[config.mk]
export PLATFORM = sky130hd
export DESIGN_NAME = uart_rx
export DESIGN_NICKNAME = d
export VERILOG_FILES = /design/src/rtl/uart_pkg.sv /design/src/rtl/uart_rx_sampler.sv /design/src/rtl/uart_rx.sv
export SDC_FILE = /design/constraint.sdc
export NUM_CORES = 1
export LEC_CHECK = 0
export BUFFER_PORTS_ARGS = -buffer_cell sky130_fd_sc_hd__buf_2
export CAP_MARGIN = 20
export CORE_MARGIN = 2
export CORE_UTILIZATION = 30
export CTS_CLUSTER_SIZE = 40
export DETAILED_ROUTE_END_ITERATION = 16
export HOLD_SLACK_MARGIN = 0.06
export PLACE_DENSITY = 0.45
export REMOVE_ABC_BUFFERS = 1
export SYNTH_ARGS = -nofsm -noshare
export SYNTH_HDL_FRONTEND = slang
export SYNTH_SLANG_ARGS = --single-unit
[constraint.sdc]
create_clock -name CLK -period 2.14 [get_ports CLK]
set_input_delay 0.321 -clock CLK [delete_from_list [all_inputs] [get_ports CLK]]
set_output_delay 0.321 -clock CLK [all_outputs]
set_load 0.01 [all_outputs]
[src/rtl/uart_pkg.sv]
// Frame definitions shared by the UART receive and transmit paths.
// Receiver FSM encoding, parity type constants and the majority helper.
package uart_pkg;

    typedef enum logic [2:0] {
        IDLE,
        START,
        DATA,
        PARITY,
        STOP
    } rx_state_e;

    localparam logic PAR_EVEN = 1'b0;
    localparam logic PAR_ODD  = 1'b1;

    function automatic logic maj3(logic a, logic b, logic c);
        return (a & b) | (a & c) | (b & c);
    endfunction

endpackage

[src/rtl/uart_rx_sampler.sv]
// Line synchronizer, per-bit edge counter and 3-sample majority voter.
// The counter runs only while the frame FSM is (or is about to be) active.
module uart_rx_sampler
    import uart_pkg::*;
#(
    parameter int OVERSAMPLE = 8
) (
    input  logic clk_i,
    input  logic rst_i,
    input  logic rx_i,
    input  logic run_i,
    output logic rx_s_o,
    output logic bit_o,
    output logic dec_o,
    output logic wrap_o
);

    localparam int CW = $clog2(OVERSAMPLE);
    localparam int M  = OVERSAMPLE / 2;

    logic [1:0]    sync_q;
    logic [1:0]    samp_q;
    logic [CW-1:0] cnt_q;
    logic [CW-1:0] cnt_d;

    assign rx_s_o = sync_q[1];
    assign wrap_o = (cnt_q == CW'(OVERSAMPLE - 1));
    assign dec_o  = (cnt_q == CW'(M + 1));
    // samp_q holds the synced line at ticks M-1 and M when the counter sits at M+1
    assign bit_o  = maj3(samp_q[1], samp_q[0], sync_q[1]);

    always_comb begin
        cnt_d = '0;
        if (run_i) begin
            cnt_d = wrap_o ? '0 : cnt_q + 1'b1;
        end
    end

    always_ff @(posedge clk_i) begin
        if (rst_i) begin
            sync_q <= 2'b11;
            samp_q <= 2'b11;
            cnt_q  <= '0;
        end else begin
            sync_q <= {sync_q[0], rx_i};
            samp_q <= {samp_q[0], sync_q[1]};
            cnt_q  <= cnt_d;
        end
    end

endmodule

[src/rtl/uart_rx.sv]
// UART receiver: start/data/parity/stop framing on top of the sampler.
// Delivers good words with a valid pulse; parity and stop faults pulse separately.
module uart_rx
    import uart_pkg::*;
#(
    parameter int DATA_WIDTH = 8,
    parameter int OVERSAMPLE = 8
) (
    input  logic                  CLK,
    input  logic                  RST,
    input  logic                  RX_IN,
    input  logic                  PAR_EN,
    input  logic                  PAR_TYP,
    output logic [DATA_WIDTH-1:0] P_DATA,
    output logic                  data_valid,
    output logic                  par_err,
    output logic                  stp_err
);

    localparam int BW = (DATA_WIDTH > 1) ? $clog2(DATA_WIDTH) : 1;

    rx_state_e             state_q, state_d;
    logic [BW-1:0]         bit_cnt_q, bit_cnt_d;
    logic [DATA_WIDTH-1:0] shift_q, shift_d;
    logic [DATA_WIDTH-1:0] pdata_q, pdata_d;
    logic                  par_en_q, par_en_d;
    logic                  par_typ_q, par_typ_d;
    logic                  ferr_q, ferr_d;
    logic                  valid_q, valid_d;
    logic                  perr_q, perr_d;
    logic                  serr_q, serr_d;

    logic rx_s;
    logic bit_v;
    logic dec;
    logic wrap;
    logic exp_par;
    logic run;

    assign run = (state_d != IDLE);

    uart_rx_sampler #(
        .OVERSAMPLE(OVERSAMPLE)
    ) u_sampler (
        .clk_i (CLK),
        .rst_i (RST),
        .rx_i  (RX_IN),
        .run_i (run),
        .rx_s_o(rx_s),
        .bit_o (bit_v),
        .dec_o (dec),
        .wrap_o(wrap)
    );

    assign exp_par = (^shift_q) ^ (par_typ_q == PAR_ODD);

    always_comb begin
        state_d   = state_q;
        bit_cnt_d = bit_cnt_q;
        shift_d   = shift_q;
        pdata_d   = pdata_q;
        par_en_d  = par_en_q;
        par_typ_d = par_typ_q;
        ferr_d    = ferr_q;
        valid_d   = 1'b0;
        perr_d    = 1'b0;
        serr_d    = 1'b0;
        unique case (state_q)
            IDLE: begin
                if (!rx_s) begin
                    state_d   = START;
                    par_en_d  = PAR_EN;
                    par_typ_d = PAR_TYP;
                    ferr_d    = 1'b0;
                    bit_cnt_d = '0;
                end
            end
            START: begin
                if (dec && bit_v) begin
                    state_d = IDLE;
                end else if (wrap) begin
                    state_d = DATA;
                end
            end
            DATA: begin
                if (dec) begin
                    shift_d = {bit_v, shift_q[DATA_WIDTH-1:1]};
                end
                if (wrap) begin
                    if (bit_cnt_q == BW'(DATA_WIDTH - 1)) begin
                        bit_cnt_d = '0;
                        state_d   = par_en_q ? PARITY : STOP;
                    end else begin
                        bit_cnt_d = bit_cnt_q + 1'b1;
                    end
                end
            end
            PARITY: begin
                if (dec && (bit_v != exp_par)) begin
                    ferr_d = 1'b1;
                    perr_d = 1'b1;
                end
                if (wrap) begin
                    state_d = STOP;
                end
            end
            STOP: begin
                // leave at the decision tick so a back-to-back start bit is not missed
                if (dec) begin
                    state_d = IDLE;
                    if (!bit_v) begin
                        serr_d = 1'b1;
                    end else if (!ferr_q) begin
                        pdata_d = shift_q;
                        valid_d = 1'b1;
                    end
                end
            end
            default: state_d = IDLE;
        endcase
    end

    always_ff @(posedge CLK) begin
        if (RST) begin
            state_q   <= IDLE;
            bit_cnt_q <= '0;
            shift_q   <= '0;
            pdata_q   <= '0;
            par_en_q  <= 1'b0;
            par_typ_q <= PAR_EVEN;
            ferr_q    <= 1'b0;
            valid_q   <= 1'b0;
            perr_q    <= 1'b0;
            serr_q    <= 1'b0;
        end else begin
            state_q   <= state_d;
            bit_cnt_q <= bit_cnt_d;
            shift_q   <= shift_d;
            pdata_q   <= pdata_d;
            par_en_q  <= par_en_d;
            par_typ_q <= par_typ_d;
            ferr_q    <= ferr_d;
            valid_q   <= valid_d;
            perr_q    <= perr_d;
            serr_q    <= serr_d;
        end
    end

    assign P_DATA     = pdata_q;
    assign data_valid = valid_q;
    assign par_err    = perr_q;
    assign stp_err    = serr_q;

endmodule

==> results by group, run 1 <==
Power
  • Lkg Pwr: 0.0007300 µW
  • Clock Power Share: 40.1%
  • Switching part of the total power: 20.80%
  • Cell Pwr Density: 696.1 nW/µm²
  • Share of power burned in registers: 56.5%
  • Comb pwr share: 3.4%
  • Switching pwr: 243.3 µW
  • Peak VDD IR: 257.9 µV
  • Cell-internal power: 926.4 µW

Final layout
  • Final layout net count: 169
  • Layout Cells excl Fill: 213
  • Share of layout cells above drive strength 1: 23.90%
  • Area growth syn-to-layout: 15.28%
  • Ant. Diodes: 0

Clocking
  • Hold bufs inserted after CTS: 0
  • Clk sinks: 35
  • Maximum clock path buffer count: 2
  • Clk Latency, worst-skew pair: 0.28 ns
  • CTS root buf: clkbuf_8
  • CTS clock-pin slew for the worst setup and hold paths: 0.06 ns
  • Setup Buffers After CTS: 0
  • CTS Buf Count: 5
  • H-tree depth: 2
  • # resized after CTS: 0
  • CTS tree: yes

Yosys
  • #FFs+latches synth: 35
  • Synth unique cells: 33
  • Yosys warns: 0
  • Synth Cell Area: 1458 µm²
  • Cell accounting for the most synthesized area: dfxtp_1
  • Yosys top cell area share: 48.07%
  • Sequential share of the synthesized area: 48.07%
  • Synth Instances: 139
  • Mean Syn Cell Area: 10.49 µm²
  • Largest cells by area after synthesis: dfxtp_1 (48%), mux2i_1 (12%), nor2_1 (7.7%)

Route
  • Vias/cell: 4.737
  • WL final: 2564 µm
  • Wire per inst: 12.04 µm
  • Via count: 1009
  • DRT iter0 DRCs: 39
  • Router iterations before antenna repair: 4
  • Drt drc: 0
  • Final ANT Viol Nets: 0

Global routing
  • Initial antenna violation count: 0
  • Met1 Use GR: 13.80%
  • Largest net degree at the start of global routing: 36
  • GRT Total Usage: 11.57%
  • GRT overflow: 0
  • Global-route wire length before repair: 4650 µm
  • Met3 Usage GRT: 3.841%
  • Vias in the first global route: 1008
  • Routing usage on met2: 18.65%
  • Top Usage Layer GRT: met2

Timing
  • Slew HR: 59.21%
  • Final setup violation count: 0
  • RSZ-0062 raised after global routing: false
  • Final hold violations: 0
  • Tmin final: 1.883 ns
  • Worst slew pin tran: 0.6118 ns
  • Tcrit/Tclk final: 87.99%
  • FMAX: 531.1 MHz
  • Hold slack: 0.2252 ns
  • Setup Skew: 0.004609 ns
  • Max Transition Viols Final: 0
  • PnR worst setup slack: 0.2570 ns
  • Setup TNS: 0 ns

Floorplan
  • Die Wd: 73.71 µm
  • I/O pins: 16
  • Std cell rows: 25
  • Starting density of the core: 31.07%
  • Core Area: 4692 µm²
  • Die H: 73.71 µm
  • Die Footprint: 5432 µm²

Min path
  • Worst hold start: RX_IN
  • Hold Path Sink: u_sampler.sync_q[0]
  • Hold path cells: 2
  • Hold Path Class: in -> reg

Setup path
  • CP Max Fanout: 7
  • Critical Path Sink Type: register
  • Arr. time, crit path: 2.02 ns
  • Reg2reg end: u_sampler.cnt_q[1]
  • Worst reg-to-reg path cell count: 6
  • Req. time, crit path: 2.28 ns
  • Critical Path Source Type: register
  • Reg2reg start: u_sampler.cnt_q[0]
  • FF-to-FF setup slack: 0.26 ns
  • CP Class: reg -> reg

Placed design
  • Number of buffers added on ports: 15
  • GPL Wtd Cong: 0.7621
  • Pre-CTS setup slack: 0.2660 ns
  • Hpwl dp: 1818 µm
  • Placed instance count: 206

Job
  • MaxCap Viol Count: 0

Run status
  • Status: finished, final reports clean
power by group through the flow:
| stage | clock (µW) | sequential, µW | combinational, µW |
|---|---|---|---|
| 2_1_floorplan | 0 | 676 | 19.3 |
| 3_3_place_gp | 0 | 676 | 40.0 |
| 3_5_place_dp | 0 | 676 | 40.0 |
| 4_1_cts | 498 | 661 | 40.1 |
| 5_1_grt | 519 | 662 | 44.6 |
| 6_report | 469 | 661 | 39.2 |
synth_stat cells:
library cell and n:
a2111oi_4 1, a21oi_1 1, a22o_1 1, a22oi_1 3
a31o_2 1, and2_1 1, buf_6 2, clkbuf_1 4
dfxtp_1 35, ha_1 5, inv_1 2, inv_2 1
maj3_1 1, mux2i_1 18, nand2_1 3, nand2b_2 1
nand3_1 1, nor2_1 30, nor2b_1 3, nor3_2 1
nor3b_2 1, nor4_1 3, nor4_2 1, nor4b_1 1
nor4b_2 1, o211a_1 1, o21ai_0 1, o22ai_1 1
or2_2 4, or3_1 2, xnor2_1 5, xnor3_1 1
xor2_1 2
kinds of logic after synthesis:
logic type / share of synthesized area [%]
xor gates and xnor gates: 5.751
muxes: 12.36
AOI/OAI and AO/OA: 6.438
buffers and inverters: 3.347
DFF: 48.07
and+or+nand+nor: 19.06
adders and majority gates: 4.979
worst max-delay path by stage:
stage | start | end | slack (ns) | cells past startpoint
3_3_place_gp | u_sampler.cnt_q[0] | u_sampler.cnt_q[2] | 0.30 | 6
3_5_place_dp | state_q[2] | P_DATA[6] | 0.27 | 5
6_report | u_sampler.cnt_q[0] | u_sampler.cnt_q[1] | 0.26 | 6
4_1_cts | u_sampler.cnt_q[0] | u_sampler.cnt_q[1] | 0.25 | 6
2_1_floorplan | u_sampler.cnt_q[0] | u_sampler.cnt_q[2] | 0.42 | 6
5_1_grt | bit_cnt_q[0] | u_sampler.cnt_q[1] | 0.008 | 7
worst max-delay path: stages (launching register included):
cell	delay, ns
dfxtp_1	0.37
ha_1	0.17
ha_1	0.28
o21ai_0	0.16
a22o_1	0.25
a2111oi_4	0.43
nor4_1	0.08
metrics by stage:
| step | cell area (µm²) | utilization, % | total power [µW] |
|---|---|---|---|
| finish | 1680 | 35.81 | 1170 |
| global placement | 1593 | 33.95 | 715.8 |
| floorplan | 1420 | - | 695.7 |
| CTS | 1680 | 35.81 | 1199 |
| detailed placement | 1593 | 33.95 | 716.2 |
| global route | 1680 | 35.81 | 1225 |
registers in the layout (all words and copies together), names as in the netlist, 2 cells and up:
signal            cells
shift_q               8
state_q               3
P_DATA                8
u_sampler.cnt_q       3
bit_cnt_q             3
u_sampler.sync_q      2
u_sampler.samp_q      2
placed cells by master, fill, tap and decap left out:
cell type | Yosys | layout
dfxtp_1 | 35 | 35
nor2_1 | 30 | 30
mux2i_1 | 18 | 18
buf_2 | 0 | 15
clkbuf_8 | 0 | 6
xnor2_1 | 5 | 5
ha_1 | 5 | 5
or2_2 | 4 | 4
buf_4 | 0 | 4
a22oi_1 | 3 | 3
nand2_1 | 3 | 3
nor2b_1 | 3 | 3
nor4_1 | 3 | 3
inv_1 | 2 | 2
or3_1 | 2 | 2
xor2_1 | 2 | 2
maj3_1 | 1 | 1
nand3_1 | 1 | 1
inv_2 | 1 | 1
nand2b_2 | 1 | 1
nor3b_2 | 1 | 1
nor4_2 | 1 | 1
a31o_2 | 1 | 1
o211a_1 | 1 | 1
o21ai_0 | 1 | 1
a22o_1 | 1 | 1
nor3_2 | 1 | 1
o22ai_1 | 1 | 1
nor4b_1 | 1 | 1
xnor3_1 | 1 | 1
a21oi_1 | 1 | 1
and2_1 | 1 | 1
a2111oi_4 | 1 | 1
nor4b_2 | 1 | 1
clkinv_2 | 0 | 1
per-layer routing:
metal	wire length (µm)	vias up
met5	0	-
met4	58	0
met3	106	6
met2	1228	19
met1	1170	469
li1	-	515
layout make-up:
| type | instances | area, µm² |
|---|---|---|
| clock buffers | 6 | 82.58 |
| clock inverters | 1 | 5.005 |
| fillers | 492 | 3012 |
| inverters | 3 | 11.26 |
| multi-input cells | 95 | 708.2 |
| flip-flops and latches | 35 | 700.7 |
| well taps | 54 | 67.56 |
| repair buffers | 19 | 105.1 |
No activity file was read; power rests on OpenSTA's default activity.
==> run 2, diff against run 1 <==
Clock period 2.14 ns to 2.11 ns, I/O delays scaled along.
==> results by group, run 2 (synthesis results as in run 1) <==
Run status
  • Status: finished, final reports clean

Timing
  • Final setup violation count: 0
  • Max Transition Viols Final: 0
  • Slew HR: 59.21%
  • FMAX: 534.1 MHz
  • Final hold violations: 0
  • RSZ-0062 raised after global routing: false
  • Setup Skew: 0.004609 ns
  • Hold slack: 0.2207 ns
  • Tcrit/Tclk final: 88.74%
  • PnR worst setup slack: 0.2377 ns
  • Tmin final: 1.872 ns
  • Worst slew pin tran: 0.6118 ns
  • Setup TNS: 0 ns

Placed design
  • Placed Area: 1593 µm²
  • Pre-CTS setup slack: 0.2360 ns
  • Hpwl dp: 1818 µm
  • GPL Wtd Cong: 0.7621
  • Number of buffers added on ports: 15

Clocking
  • H-tree depth: 2
  • CTS tree: yes
  • Maximum clock path buffer count: 2
  • # resized after CTS: 0
  • CTS Buf Count: 5
  • Clk sinks: 35
  • Setup Buffers After CTS: 0
  • Clk Latency, worst-skew pair: 0.28 ns
  • Hold bufs inserted after CTS: 0
  • CTS clock-pin slew for the worst setup and hold paths: 0.06 ns
  • CTS root buf: clkbuf_8

Power
  • Switching part of the total power: 20.81%
  • Total Power: 1186 µW
  • Switching pwr: 246.8 µW
  • Cell-internal power: 939.5 µW
  • Peak VDD IR: 261.5 µV
  • Comb pwr share: 3.4%
  • Clock Power Share: 40.1%
  • Lkg Pwr: 0.0007300 µW
  • Cell Pwr Density: 706.0 nW/µm²
  • Share of power burned in registers: 56.5%

Route
  • Vias/cell: 4.737
  • Router iterations before antenna repair: 4
  • Via count: 1009
  • Drt drc: 0
  • WL final: 2564 µm
  • Wire per inst: 12.04 µm
  • DRT iter0 DRCs: 39
  • Final ANT Viol Nets: 0

Setup path
  • Reg2reg end: u_sampler.cnt_q[1]
  • Worst setup path startpoint: u_sampler.cnt_q[0]
  • Critical Path Source Type: register
  • FF-to-FF setup slack: 0.24 ns
  • Worst reg-to-reg path cell count: 6
  • CP Class: reg -> reg
  • Critical Path Sink Type: register
  • Reg2reg start: u_sampler.cnt_q[0]
  • Arr. time, crit path: 2.01 ns
  • Req. time, crit path: 2.25 ns
  • CP Max Fanout: 7
  • CP Capture Point: u_sampler.cnt_q[1]

Final layout
  • Share of layout cells above drive strength 1: 23.90%
  • Commonest non-fill, non-tap cell in the layout: dfxtp_1
  • Cell area after layout: 1680 µm²
  • Most frequent cells in the layout: dfxtp_1 (35), nor2_1 (30), mux2i_1 (18)
  • Ant. Diodes: 0
  • Final layout net count: 169
  • Area growth syn-to-layout: 15.28%

Global routing
  • Largest net degree at the start of global routing: 36
  • Met1 Use GR: 13.80%
  • Routing usage on met2: 18.65%
  • GRT overflow: 0
  • Met3 Usage GRT: 3.841%
  • Global-route wire length before repair: 4650 µm
  • Vias in the first global route: 1008
  • Top Usage Layer GRT: met2
  • Initial antenna violation count: 0
  • GRT Total Usage: 11.57%

Job
  • MaxCap Viol Count: 0

Floorplan
  • I/O pins: 16
  • Die H: 73.71 µm
  • Die Footprint: 5432 µm²
  • Std cell rows: 25
  • Die Wd: 73.71 µm
  • Starting density of the core: 31.07%
  • Core Area: 4692 µm²

Min path
  • Hold Path Class: in -> reg
==> run 2: changes by cell type in the layout (fill, tap and decap cells not counted) <==
| cell | delta |
|---|---|
| o21ai_0 | -1 |
| o21ai_1 | +1 |
==> run 2: routing by layer <==
metal  up-vias  routed length, µm
met5         -                  0
met4         0                 58
met3         6                106
met2        19               1228
met1       469               1170
li1        515                  -
==> run 2: worst min-delay path by stage <==
stage	to	cells past startpoint	start
floorplan	state_q[1]	1	RST
global placement	u_sampler.sync_q[1]	1	u_sampler.sync_q[0]
detailed placement	u_sampler.sync_q[1]	1	u_sampler.sync_q[0]
CTS	u_sampler.sync_q[0]	2	RX_IN
global route	u_sampler.sync_q[0]	2	RX_IN
finish	u_sampler.sync_q[0]	2	RX_IN
==> run 2: final cells by class <==
| type | count | area [µm²] |
|---|---|---|
| Clock buffer | 6 | 82.58 |
| Clock inverter | 1 | 5.005 |
| Fill cell | 492 | 3012 |
| Inverter | 3 | 11.26 |
| Multi-Input combinational cell | 95 | 708.2 |
| Sequential cell | 35 | 700.7 |
| Tap cell | 54 | 67.56 |
| Timing Repair Buffer | 19 | 105.1 |
==> run 2: power groups by stage <==
| stage | combinational, µW | sequential, µW | clock [µW] |
|---|---|---|---|
| 2_1_floorplan | 19.6 | 686 | 0 |
| 3_3_place_gp | 40.6 | 685 | 0 |
| 3_5_place_dp | 40.6 | 686 | 0 |
| 4_1_cts | 40.6 | 671 | 505 |
| 5_1_grt | 45.3 | 671 | 527 |
| 6_report | 39.8 | 671 | 476 |
==> run 2: worst max-delay path, stage by stage, from the launching register on <==
cell and delay, ns:
dfxtp_1 0.33, ha_1 0.21, ha_1 0.27, nor3b_2 0.22
a31o_2 0.27, a2111oi_4 0.35, nor4_1 0.08
==> run 2: metrics by stage <==
stage | utilization, % | instances
2_1_floorplan | - | 133
3_3_place_gp | 33.95 | 206
3_5_place_dp | 33.95 | 206
4_1_cts | 35.81 | 213
5_1_grt | 35.81 | 213
6_report | 35.81 | 213
==> run 3, diff against run 2 <==
Settings changed: ABC_AREA from default to 1.
==> results by group, run 3 <==
Run status
  • Status: finished, final reports clean

Global routing
  • Global-route wire length before repair: 5589 µm
  • Largest net degree at the start of global routing: 17
  • GRT Total Usage: 11.93%
  • GRT overflow: 0
  • Initial antenna violation count: 0
  • Vias in the first global route: 1285

Timing
  • Max Transition Viols Final: 0
  • FMAX: 586.6 MHz
  • Slew HR: 67.46%
  • Worst slew pin tran: 0.4870 ns
  • Tcrit/Tclk final: 80.79%
  • Setup Skew: 0.001673 ns
  • Final hold violations: 0
  • RSZ-0062 raised after global routing: false
  • Tmin final: 1.705 ns
  • Final setup violation count: 0
  • Setup TNS: 0 ns

Clocking
  • CTS Buf Count: 5
  • H-tree depth: 2
  • CTS tree: yes
  • Maximum clock path buffer count: 2
  • CTS clock-pin slew for the worst setup and hold paths: 0.07 ns
  • CTS root buf: clkbuf_8
  • Setup Buffers After CTS: 0
  • Clk Latency, worst-skew pair: 0.29 ns
  • Clk sinks: 35
  • Hold bufs inserted after CTS: 0
  • # resized after CTS: 0

Floorplan
  • Core Area: 5107 µm²
  • Die H: 76.72 µm
  • Std cell rows: 26
  • Die Wd: 76.72 µm
  • I/O pins: 16
  • Starting density of the core: 31.06%
  • Die Footprint: 5886 µm²

Final layout
  • Filler cell count: 563
  • Most frequent cells in the layout: nand2_1 (59), dfxtp_1 (35), inv_1 (33)
  • FF/Latch Area: 700.7 µm²
  • Ant. Diodes: 0
  • Commonest non-fill, non-tap cell in the layout: nand2_1
  • Multi-input gate area: 725.7 µm²
  • Share of layout cells above drive strength 1: 12.05%
  • Layout Cells excl Fill: 319
  • Cell area after layout: 1846 µm²
  • Final core utilization: 36.13%
  • Area growth syn-to-layout: 16.32%
  • Final layout net count: 258

Placed design
  • Placed instance count: 311
  • Placed Area: 1728 µm²
  • GPL Wtd Cong: 0.7682
  • Number of buffers added on ports: 15
  • Hpwl dp: 2297 µm

Power
  • Lkg Pwr: 0.0009188 µW
  • Cell Pwr Density: 728.2 nW/µm²
  • Peak VDD IR: 334.1 µV
  • Total Power: 1344 µW

Yosys
  • Mean Syn Cell Area: 6.898 µm²
  • Top-count cell post-synth: nand2_1
  • Commonest cells post-synth: nand2_1 (59), dfxtp_1 (35), inv_1 (33), nor2_1 (26)
  • Synth Instances: 230
  • Yosys warns: 0
  • Yosys top cell area share: 44.16%
  • EDFF count, synth: 0
  • Async SR Flop Fraction: 0%
  • Sequential share of the synthesized area: 44.16%
  • Cell accounting for the most synthesized area: dfxtp_1
  • Largest cells by area after synthesis: dfxtp_1 (44%), nand2_1 (14%), inv_1 (7.8%)
  • #FFs+latches synth: 35
  • Synth unique cells: 23
  • Synth Cell Area: 1587 µm²
  • Synth Flop Type: dfxtp_1

Job
  • MaxCap Viol Count: 0

Route
  • Router iterations before antenna repair: 4
  • Final ANT Viol Nets: 0
  • Vias/cell: 4.382
  • WL final: 3157 µm
  • Via count: 1398
  • Wire per inst: 9.897 µm
  • DRT iter0 DRCs: 34
  • Drt drc: 0

Setup path
  • Arr. time, crit path: 1.89 ns
  • CP Max Fanout: 5
  • Critical Path Sink Type: register
  • Req. time, crit path: 2.30 ns
  • Critical Path Source Type: register
  • CP Class: reg -> reg

Min path
  • Hold Path Class: in -> reg
## run 3: cell count changes after synthesis, moves of 3 or more
cell | previous run | this run
nor2_1 | 30 | 26
a22oi_1 | 3 | 0
xnor2_1 | 5 | 1
nand2_1 | 3 | 59
inv_1 | 2 | 33
nand3_1 | 1 | 5
o21ai_0 | 1 | 23
a21oi_1 | 1 | 23
nor2b_1 | 3 | 0
mux2i_1 | 18 | 0
## run 3: cell families (layout without fill, tap and decap cells)
kind of cell	after synthesis	after routing	share of synthesized area (%)
buf+inv	40	59	10.09
fa+ha+maj	5	5	3.943
flops	35	35	44.16
compound gates	50	50	16.01
xor+xnor	1	1	0.5522
simple gates	99	99	25.24
## run 3: final cells by class
class                   count  area share (%)
clock buffers               6           4.475
clock inverters             2           1.898
inverters                  35           7.119
multi-input cells         155           39.32
well taps                  70           4.746
repair buffers             16           4.475
flip-flops and latches     35           37.97
## run 3: stage by stage
| stage | hold WS, ns | setup WS (ns) |
|---|---|---|
| global route | 0.2149 | 0.1819 |
| detailed placement | 0.4011 | 0.3985 |
| finish | 0.2073 | 0.4052 |
| CTS | 0.2013 | 0.3916 |
| global placement | 0.4042 | 0.4239 |
| floorplan | 0.3856 | 0.5098 |
## run 3: worst paths after layout
| kind | start | endpoint | slack (ns) | cells past startpoint |
|---|---|---|---|---|
| max | u_sampler.cnt_q[0] | u_sampler.cnt_q[0] | 0.41 | 11 |
| min | RX_IN | u_sampler.sync_q[0] | 0.21 | 2 |
| max reg2reg | u_sampler.cnt_q[0] | u_sampler.cnt_q[0] | 0.41 | 11 |
| min reg2reg | u_sampler.sync_q[0] | u_sampler.sync_q[1] | 0.41 | 1 |
## run 3: routing by layer
| metal | part of all wire, % | up-vias | global-route usage (%) |
|---|---|---|---|
| li1 | - | 757 | - |
| met1 | 48 | 618 | 14.29 |
| met2 | 46 | 18 | 19.56 |
| met3 | 3.7 | 5 | 4.000 |
| met4 | 1.8 | 0 | 4.909 |
| met5 | 0 | - | 0 |
## run 3: report_power, final
group / switching [µW] / total [µW] / internal [µW]
Combinational: 27.6 / 44.2 / 16.6
Clock: 243 / 625 / 382
Sequential: 4.53 / 675 / 670
Total: 275 / 1340 / 1070
## run 3: worst max-delay path, stage by stage (launching register included)
cell,delay (ns)
dfxtp_1,0.33
ha_1,0.20
ha_1,0.23
nand2_1,0.10
inv_1,0.05
o211ai_1,0.15
inv_1,0.05
or2_1,0.21
nor2_1,0.10
nand2_1,0.06
nand2_2,0.08
nor2_1,0.04
